--- src/rtl/result_collector.sv ---
// -----------------------------------------------------------------------------
// result_collector
//
// Return path of the TLM calculator bench. Results presented by the bfm with
// `done` are captured into a small FIFO. They are then streamed back to the
// host as a valid/ready stream. The last word of every NUM-result batch is
// marked with res_tlast, and rcv_en toggles once for each completed batch.
//
// Optional feature (compile-time macro):
//   COLLECTOR_EDGE_EN  defined   : a push is a rising edge of `done`.
//                      undefined : a push is every cycle with `done` high.
//
// The occupancy counter is the architectural level. A three-state collector
// FSM (IDLE / STREAM / FULL) mirrors it and provides the empty/full decode. As
// a result, res_tvalid and the overflow decision come straight from a state
// register.
// -----------------------------------------------------------------------------
module result_collector #(
  parameter int NUM       = 100,  // results per batch, 1..65535
  parameter int RES_WIDTH = 16,   // result word width
  parameter int DEPTH     = 8     // FIFO depth, power of two, >= 2
) (
  input  logic                       clk_i,
  input  logic                       reset_i,
  input  logic                       done,
  input  logic [RES_WIDTH-1:0]       res_i,
  output logic                       res_tvalid,
  input  logic                       res_tready,
  output logic [RES_WIDTH-1:0]       res_tdata,
  output logic                       res_tlast,
  output logic                       rcv_en,
  output logic [$clog2(DEPTH):0]     level_o,
  output logic                       ovf_o
);

  localparam int AW = $clog2(DEPTH);
  localparam int LW = AW + 1;

  localparam logic [LW-1:0] LVL_FULL     = LW'(DEPTH);
  localparam logic [LW-1:0] LVL_ONE_LESS = LW'(DEPTH - 1);
  localparam logic [LW-1:0] LVL_ONE      = LW'(1);
  localparam logic [15:0]   BIDX_LAST    = 16'(NUM - 1);

  typedef enum logic [1:0] {
    ST_IDLE   = 2'd0,   // occupancy 0
    ST_STREAM = 2'd1,   // 0 < occupancy < DEPTH
    ST_FULL   = 2'd2    // occupancy == DEPTH
  } state_t;

  // ---------------------------------------------------------------------------
  // Storage and state
  // ---------------------------------------------------------------------------
  logic [RES_WIDTH-1:0] mem [DEPTH];
  logic [AW-1:0]        wr_ptr;
  logic [AW-1:0]        rd_ptr;
  logic [LW-1:0]        count;
  logic [15:0]          bidx;
  state_t               state;
  state_t               state_nxt;

  logic                 push_req;
  logic                 pop;
  logic                 wr_en;
  logic                 is_full;
  logic                 last_pop;

  // ---------------------------------------------------------------------------
  // Push detection
  // ---------------------------------------------------------------------------
`ifdef COLLECTOR_EDGE_EN
  logic done_q;

  // Remember the previous value of done so that only its rising edge pushes.
  always_ff @(posedge clk_i or posedge reset_i) begin
    if (reset_i) begin
      done_q <= 1'b0;
    end else begin
      done_q <= done;
    end
  end

  assign push_req = done & ~done_q;
`else
  // Level mode: the bfm strobes done for exactly one cycle per result.
  assign push_req = done;
`endif

  // ---------------------------------------------------------------------------
  // Handshake decode
  // ---------------------------------------------------------------------------
  // A pop at the same edge frees a slot. For that reason, a push into a full
  // FIFO is still accepted when the host takes a word in the same cycle.
  assign pop      = res_tvalid & res_tready;
  assign wr_en    = push_req & (~is_full | pop);
  assign last_pop = pop & res_tlast;

  // ---------------------------------------------------------------------------
  // Collector FSM: state register
  // ---------------------------------------------------------------------------
  // Hold the collector state; reset lands in IDLE (empty).
  // NOTE: sequential state uses non-blocking (<=) assignments so every
  // register samples the pre-edge values of the others.
  always_ff @(posedge clk_i or posedge reset_i) begin
    if (reset_i) begin
      state <= ST_IDLE;
    end else begin
      state <= state_nxt;
    end
  end

  // ---------------------------------------------------------------------------
  // Collector FSM: next-state logic
  // ---------------------------------------------------------------------------
  // Track occupancy class from the accepted push/pop pair and the current level.
  // NOTE: state_nxt gets a default before the case so no path leaves it
  // unassigned, which would otherwise infer a latch.
  always_comb begin
    state_nxt = state;
    unique case (state)
      ST_IDLE: begin
        // An empty FIFO has nothing to pop; any accepted push makes it non-empty.
        if (wr_en) begin
          state_nxt = ST_STREAM;
        end
      end
      ST_STREAM: begin
        if (wr_en && !pop && count == LVL_ONE_LESS) begin
          state_nxt = ST_FULL;
        end else if (pop && !wr_en && count == LVL_ONE) begin
          state_nxt = ST_IDLE;
        end
      end
      ST_FULL: begin
        // A pop with a concurrent push leaves occupancy at DEPTH, so the FSM
        // stays FULL. A pop on its own drops the FIFO back to streaming.
        if (pop && !wr_en) begin
          state_nxt = ST_STREAM;
        end
      end
      default: begin
        state_nxt = ST_IDLE;
      end
    endcase
  end

  // ---------------------------------------------------------------------------
  // Collector FSM: output decode
  // ---------------------------------------------------------------------------
  // Stream outputs depend only on registered state: no path from res_tready or done.
  always_comb begin
    res_tvalid = (state != ST_IDLE);
    is_full    = (state == ST_FULL);
    res_tlast  = res_tvalid && (bidx == BIDX_LAST);
    // Gating the data with valid makes an empty FIFO read as zero. This holds
    // after reset even though the storage itself is not cleared.
    res_tdata  = res_tvalid ? mem[rd_ptr] : '0;
  end

  // ---------------------------------------------------------------------------
  // FIFO storage
  // ---------------------------------------------------------------------------
  // Write the captured result at the write pointer.
  // NOTE: the storage array has no reset. Entries are only visible through
  // rd_ptr while occupancy is non-zero, so clearing the pointers and count is
  // enough to discard them.
  always_ff @(posedge clk_i) begin
    if (wr_en) begin
      mem[wr_ptr] <= res_i;
    end
  end

  // ---------------------------------------------------------------------------
  // Pointers and occupancy
  // ---------------------------------------------------------------------------
  // Advance the pointers (wrapping at DEPTH) and keep the occupancy count.
  always_ff @(posedge clk_i or posedge reset_i) begin
    if (reset_i) begin
      wr_ptr <= '0;
      rd_ptr <= '0;
      count  <= '0;
    end else begin
      if (wr_en) begin
        wr_ptr <= wr_ptr + AW'(1);
      end
      if (pop) begin
        rd_ptr <= rd_ptr + AW'(1);
      end
      unique case ({wr_en, pop})
        2'b10:   count <= count + LW'(1);
        2'b01:   count <= count - LW'(1);
        default: count <= count;
      endcase
    end
  end

  assign level_o = count;

  // ---------------------------------------------------------------------------
  // Overflow flag
  // ---------------------------------------------------------------------------
  // Sticky: set when a push finds the FIFO full and no pop frees a slot.
  always_ff @(posedge clk_i or posedge reset_i) begin
    if (reset_i) begin
      ovf_o <= 1'b0;
    end else if (push_req && is_full && !pop) begin
      ovf_o <= 1'b1;
    end
  end

  // ---------------------------------------------------------------------------
  // Batch tracking
  // ---------------------------------------------------------------------------
  // Count popped words within the batch; wrap and toggle rcv_en on the last.
  always_ff @(posedge clk_i or posedge reset_i) begin
    if (reset_i) begin
      bidx   <= '0;
      rcv_en <= 1'b0;
    end else if (last_pop) begin
      bidx   <= '0;
      rcv_en <= ~rcv_en;
    end else if (pop) begin
      bidx   <= bidx + 16'd1;
    end
  end

endmodule
--- config.mk ---
export PLATFORM = sky130hd
export DESIGN_NAME = result_collector
export DESIGN_NICKNAME = d
export VERILOG_FILES = /design/src/rtl/result_collector.sv
export SDC_FILE = /design/constraint.sdc
export NUM_CORES = 1
export LEC_CHECK = 0
export ABC_AREA = 1
export CAP_MARGIN = 0
export CORE_MARGIN = 2
export CORE_UTILIZATION = 63
export CTS_CLUSTER_DIAMETER = 40
export DETAILED_ROUTE_END_ITERATION = 6
export PLACE_DENSITY_LB_ADDON = 0.3
export SLEW_MARGIN = 25
export SYNTH_ARGS = -nofsm -noshare
export SYNTH_HDL_FRONTEND = slang
export SYNTH_SLANG_ARGS = --single-unit
export TNS_END_PERCENT = 50
--- constraint.sdc ---
create_clock -name clk_i -period 5.6 [get_ports clk_i]
set_input_delay 1.4 -clock clk_i [delete_from_list [all_inputs] [get_ports clk_i]]
set_output_delay 1.4 -clock clk_i [all_outputs]
set_load 0.02 [all_outputs]
# == Yosys cells after proc, flatten, opt, wreduce, memory -nomap -nowiden ==
# Memory sizes are Yosys's and may differ from the RTL's.
# Cells that the tools add are included.
# totals
mem_count,1
input_bits,20
reg_bits,30
wordCells,54
out_inout_bits,24
ramBits,128
# memory_table
memory,words,width,read_ports,rd_clocked_by_memory_dff,write_ports,line_no,rtl
mem,8,16,1,0,1,53,logic [RES_WIDTH-1:0] mem [DEPTH];
# op_classes
eq_ne,10
reduce_logical,14
bitwise_logic,6
addsub,5
muxes,11
# ops
operator,count
$mux 16,3
$add 16x1->16 const B,1
$eq 16x7->1 const B,1
$mux 2,4
$pmux 4 s2,1
$logic_and 1x1->1,7
$add 3x1->3 const B,2
$pmux 2 s3,1
$reduce_bool 2->1,3
$add 4x1->4 const B,1
$eq 2x1->1 const B,2
$eq 2x2->1 const B,2
$eq 4x1->1 const B,1
$eq 4x3->1 const B,1
$sub 4x1->4 const B,1
$and 1x1->1,3
$ne 3x3->1 const B,1
$reduce_and 3->1,1
$logic_not 1->1,2
$logic_not 2->1,1
$mux 1,2
$ne 2x1->1 const B,1
$ne 2x2->1 const B,1
$not 1->1,2
$or 1x1->1,1

# == Logic depth before layout (Yosys ltp) ==
# logic_depth
depth_word,10
depth_mapped,8
mapped_depth_nobuf,8

# == Worst setup path before layout ==
# Ideal clock, no wire load.
# synth_path
kind,input to register
start,input port res_tready
end,memory mem[0][0] (enable)
n_path_buf,0
required_time_ps,5212
setup_ps,388
slack_ps,2645
t_arrival_ps,2566
cell_stages,5
cell_sequence,inv_1 -> nand2_1 -> nand2_1 -> or2_1 -> nor2_1
# synth_via
elab_chain_cells,5
# synth_lines
item,line_no,rtl
start: declaration,28,"input logic res_tready,"
$and 1x1->1,93,assign pop = res_tvalid & res_tready;
$or 1x1->1,94,assign wr_en = push_req & (~is_full | pop);
$and 1x1->1,94,
$mux 1,167,if (wr_en) begin
$mux 1 (not written as such),168,mem[wr_ptr] <= res_i;
end: declaration,53,
# Every way passes these cells.

# == Worst setup path in the final report ==
# layout_path
start,register rd_ptr[1]
end,output port res_tdata[13]
# layout_via
elab_chain_cells,2
# layout_lines
item,line_no,rtl
start: declaration,55,logic [AW-1:0] rd_ptr;
start signal: assignment,186,rd_ptr <= rd_ptr + AW'(1);
$mem_v2 8x16,-,
$mux 16,156,res_tdata = res_tvalid ? mem[rd_ptr] : '0;
end: declaration,29,"output logic [RES_WIDTH-1:0] res_tdata,"
# Every way passes these cells.

==> flow_summary.ini <==
[pwr]
sequentialPowerShare_pct = 36.8
netSwitchingPower_w = 0.001541
p_leak_nw = 3.007
comb_power_share_pct = 36.1
internal_power_w = 0.002742
swShare_pct = 35.98
power_density_mw_per_mm2 = 538.8
vdd_ir_drop_max_mv = 0.3648
p_clk_share_pct = 27.1

[floorplan]
placementRows = 37
initial_core_util_pct = 65.26
num_io_pins = 44
fp.dieW_um = 107.9
die_h_um = 107.9
die_area_mm2 = 0.01164
core_area_mm2 = 0.01042

[sta]
fmax_mhz = 232.6
relSlewSlack_pct = 45.78
finalHoldViolCount = 0
fin_crit_sh_pct = 76.77
period_needed_ns = 4.299
maxSlewViolCount = 0
worstMarginPinSlew_ns = 0.8123
setup_violations = 0
rsz0062_at_grt = false
fin_ws_ns = 1.301
setup_tns_ns = 0
finClkSkew_ns = 0.005857

[logic_synthesis]
synth_edf_count = 128
synth_seq_cells = 158
synth.distinct_cells = 28
synth_async_sr_flop_share_pct = 18.99
yosysSeqAreaShare_pct = 67.59
synth_area_per_cell_um2 = 11.20
yosys_warnings = 0
synthCells = 607
syn_area_mm2 = 0.006798
synth_fp_nets = 633
ys.flop_type = edfxtp_1

[final_layout]
seqCellArea_mm2 = 0.004596
area_delta_synth_final_pct = 16.93
drive_above_1_share_pct = 9.445
num-fill-cells = 631
layout_commonest_cell = nor2_1
layout.nets = 680
n_antenna_cell = 0
multi_input_area_mm2 = 0.001927
final_cell_mix = nor2_1, edfxtp_1, nand2_1

[routing]
initialDrtViolationCount = 395
dr.pass1.iters = 5
vias = 4631
drtAntennaViolNets = 0
drc_errors = 0
routed_wirelength_um = 14050
avgViaCountPerCell = 5.767
avgRoutedWirePerCell_um = 17.50

[critical_path]
path_buf_inv = 2
max_stage_delay_ns = 0.75
crit_fanout = 30
reg2reg_to = mem[0][14]$_DFFE_PP_
crit_family = buffers and inverters
start_kind = register
ff2ff_setup_slack_ns = 3.83
cp_slowest_cell = dfrtp_1
critPathMostFrequentCell = nor2_1
critPathRequiredTime_ns = 4.20
path_cells = buf_4, o21ai_0, o22ai_1, nor2_1, nor2_1, clkdlybuf4s50_1
crit_path_end_kind = primary output
critPathArrivalTime_ns = 2.90
r2r-start = state[1]$_DFFE_PP0P_
r2r_cells = 7
criticalPathCategory = reg -> out

[clock_network]
cts_resized = 0
cts_htree_levels = 4
cts_made_buffers = 17
cts_tree = built
clk_pin_slew_ns = 0.06
hold_buffers = 0
root_buffer = clkbuf_8
clock_latency_ns = 0.54
post-cts-setup-buffer-count = 0
cts_buffer_depth = 2
cts_sinks = 158

[placed_design]
place.port_buffers = 43
place_congestion = 0.8362
dp_hpwl_um = 7932
place_ws_ns = 1.816

[grt]
grt_pass1_wl_um = 22200
antenna_found_initial = 0
first_global_vias = 4571
grt_overflow = 0
grt_max_degree = 67
grt_usage_pct = 25.77

[worst_hold_path]
min_path_type = reg -> reg
hold_end = ovf_o$_DFFE_PP0P_
min_from = ovf_o$_DFFE_PP0P_
worstHoldPathCells = 1

[status]
status = complete, no violations

[job]
max-cap-violations = 0
[flip-flops by register name (all words and copies together) (netlist names)]
name	flops
mem	128
bidx	16
ovf_o	1
level_o	4
wr_ptr	3
state	2
rcv_en	1
rd_ptr	3
[synth_stat cells, drive strengths merged (9+ instances only)]
| master | count | area share, % |
|---|---|---|
| buf | 17 | 1.7 |
| clkbuf | 9 | 0.50 |
| dfrtp | 30 | 11 |
| edfxtp | 128 | 57 |
| inv | 33 | 1.8 |
| nand2 | 84 | 4.9 |
| nand3 | 22 | 2.0 |
| nor2 | 146 | 8.5 |
| o211ai | 16 | 1.8 |
| o21ai | 70 | 5.2 |
| o22ai | 17 | 1.6 |
| xor2 | 16 | 2.1 |
[layer usage]
layer	part of all wire, %	GRT usage, %
met3	6.9	6.961
met4	2.8	11.81
met2	51	42.09
met1	39	32.29
met5	0	0
[final cells by class]
class	instances	area share, %
multi-input combinational	390	24.24
tap	136	2.141
timing repair buffer	54	6.454
sequential	158	57.82
inverter	33	1.574
clock inverter	7	0.8815
clock buffer	25	6.894
[logic make-up (layout without fill, tap and decap cells)]
| group | Yosys count | in the layout | share of synthesized area (%) |
|---|---|---|---|
| simple gates | 259 | 259 | 15.99 |
| flops | 158 | 158 | 67.59 |
| compound gates | 105 | 105 | 8.669 |
| buf+inv | 59 | 119 | 4.068 |
| xor+xnor | 20 | 20 | 2.577 |
| fa+ha+maj | 6 | 6 | 1.104 |
[through the flow]
stage / area [µm²] / util, % / total power [W] / cells / hold slack, ns
2_1_floorplan: 6798 / - / 0.002609 / 607 / 0.4670
3_3_place_gp: 7330 / 70.37 / 0.003070 / 771 / 0.4640
3_5_place_dp: 7330 / 70.37 / 0.003124 / 771 / 0.4900
4_1_cts: 7948 / 76.30 / 0.004294 / 803 / 0.5068
5_1_grt: 7949 / 76.31 / 0.004513 / 803 / 0.5244
6_report: 7949 / 76.31 / 0.004283 / 803 / 0.5007
[worst max path at each step]
stage                                      to  slack, ns                   from  cells after the start
final                           res_tdata[13]       1.30  rd_ptr[1]$_DFFE_PP0N_                      6
after global routing             res_tdata[4]       1.08  rd_ptr[0]$_DFFE_PP0N_                      6
after CTS                        res_tdata[4]       1.19  rd_ptr[0]$_DFFE_PP0N_                      6
after detailed placement         res_tdata[4]       1.82  rd_ptr[0]$_DFFE_PP0N_                      6
after global placement           res_tdata[6]       1.90  rd_ptr[0]$_DFFE_PP0N_                      6
after floorplan           mem[0][0]$_DFFE_PP_       2.65             res_tready                      5
[power groups by stage]
stage / combinational, W / sequential [W] / clock (W)
5_1_grt: 0.00171 / 0.00159 / 0.00121
3_3_place_gp: 0.00149 / 0.00158 / 0
6_report: 0.00155 / 0.00158 / 0.00116
4_1_cts: 0.00155 / 0.00157 / 0.00117
2_1_floorplan: 0.00105 / 0.00156 / 0
3_5_place_dp: 0.00153 / 0.00159 / 0
[worst reg2reg max path, cell delays in order (launching register included)]
cell     delay (ns)
dfrtp_1        0.39
inv_1          0.09
nor2_1         0.06
nand2_1        0.08
nand2_1        0.09
or2_1          0.29
nor2_1         0.11
buf_4          0.31
(Power assumes the default switching activity.)
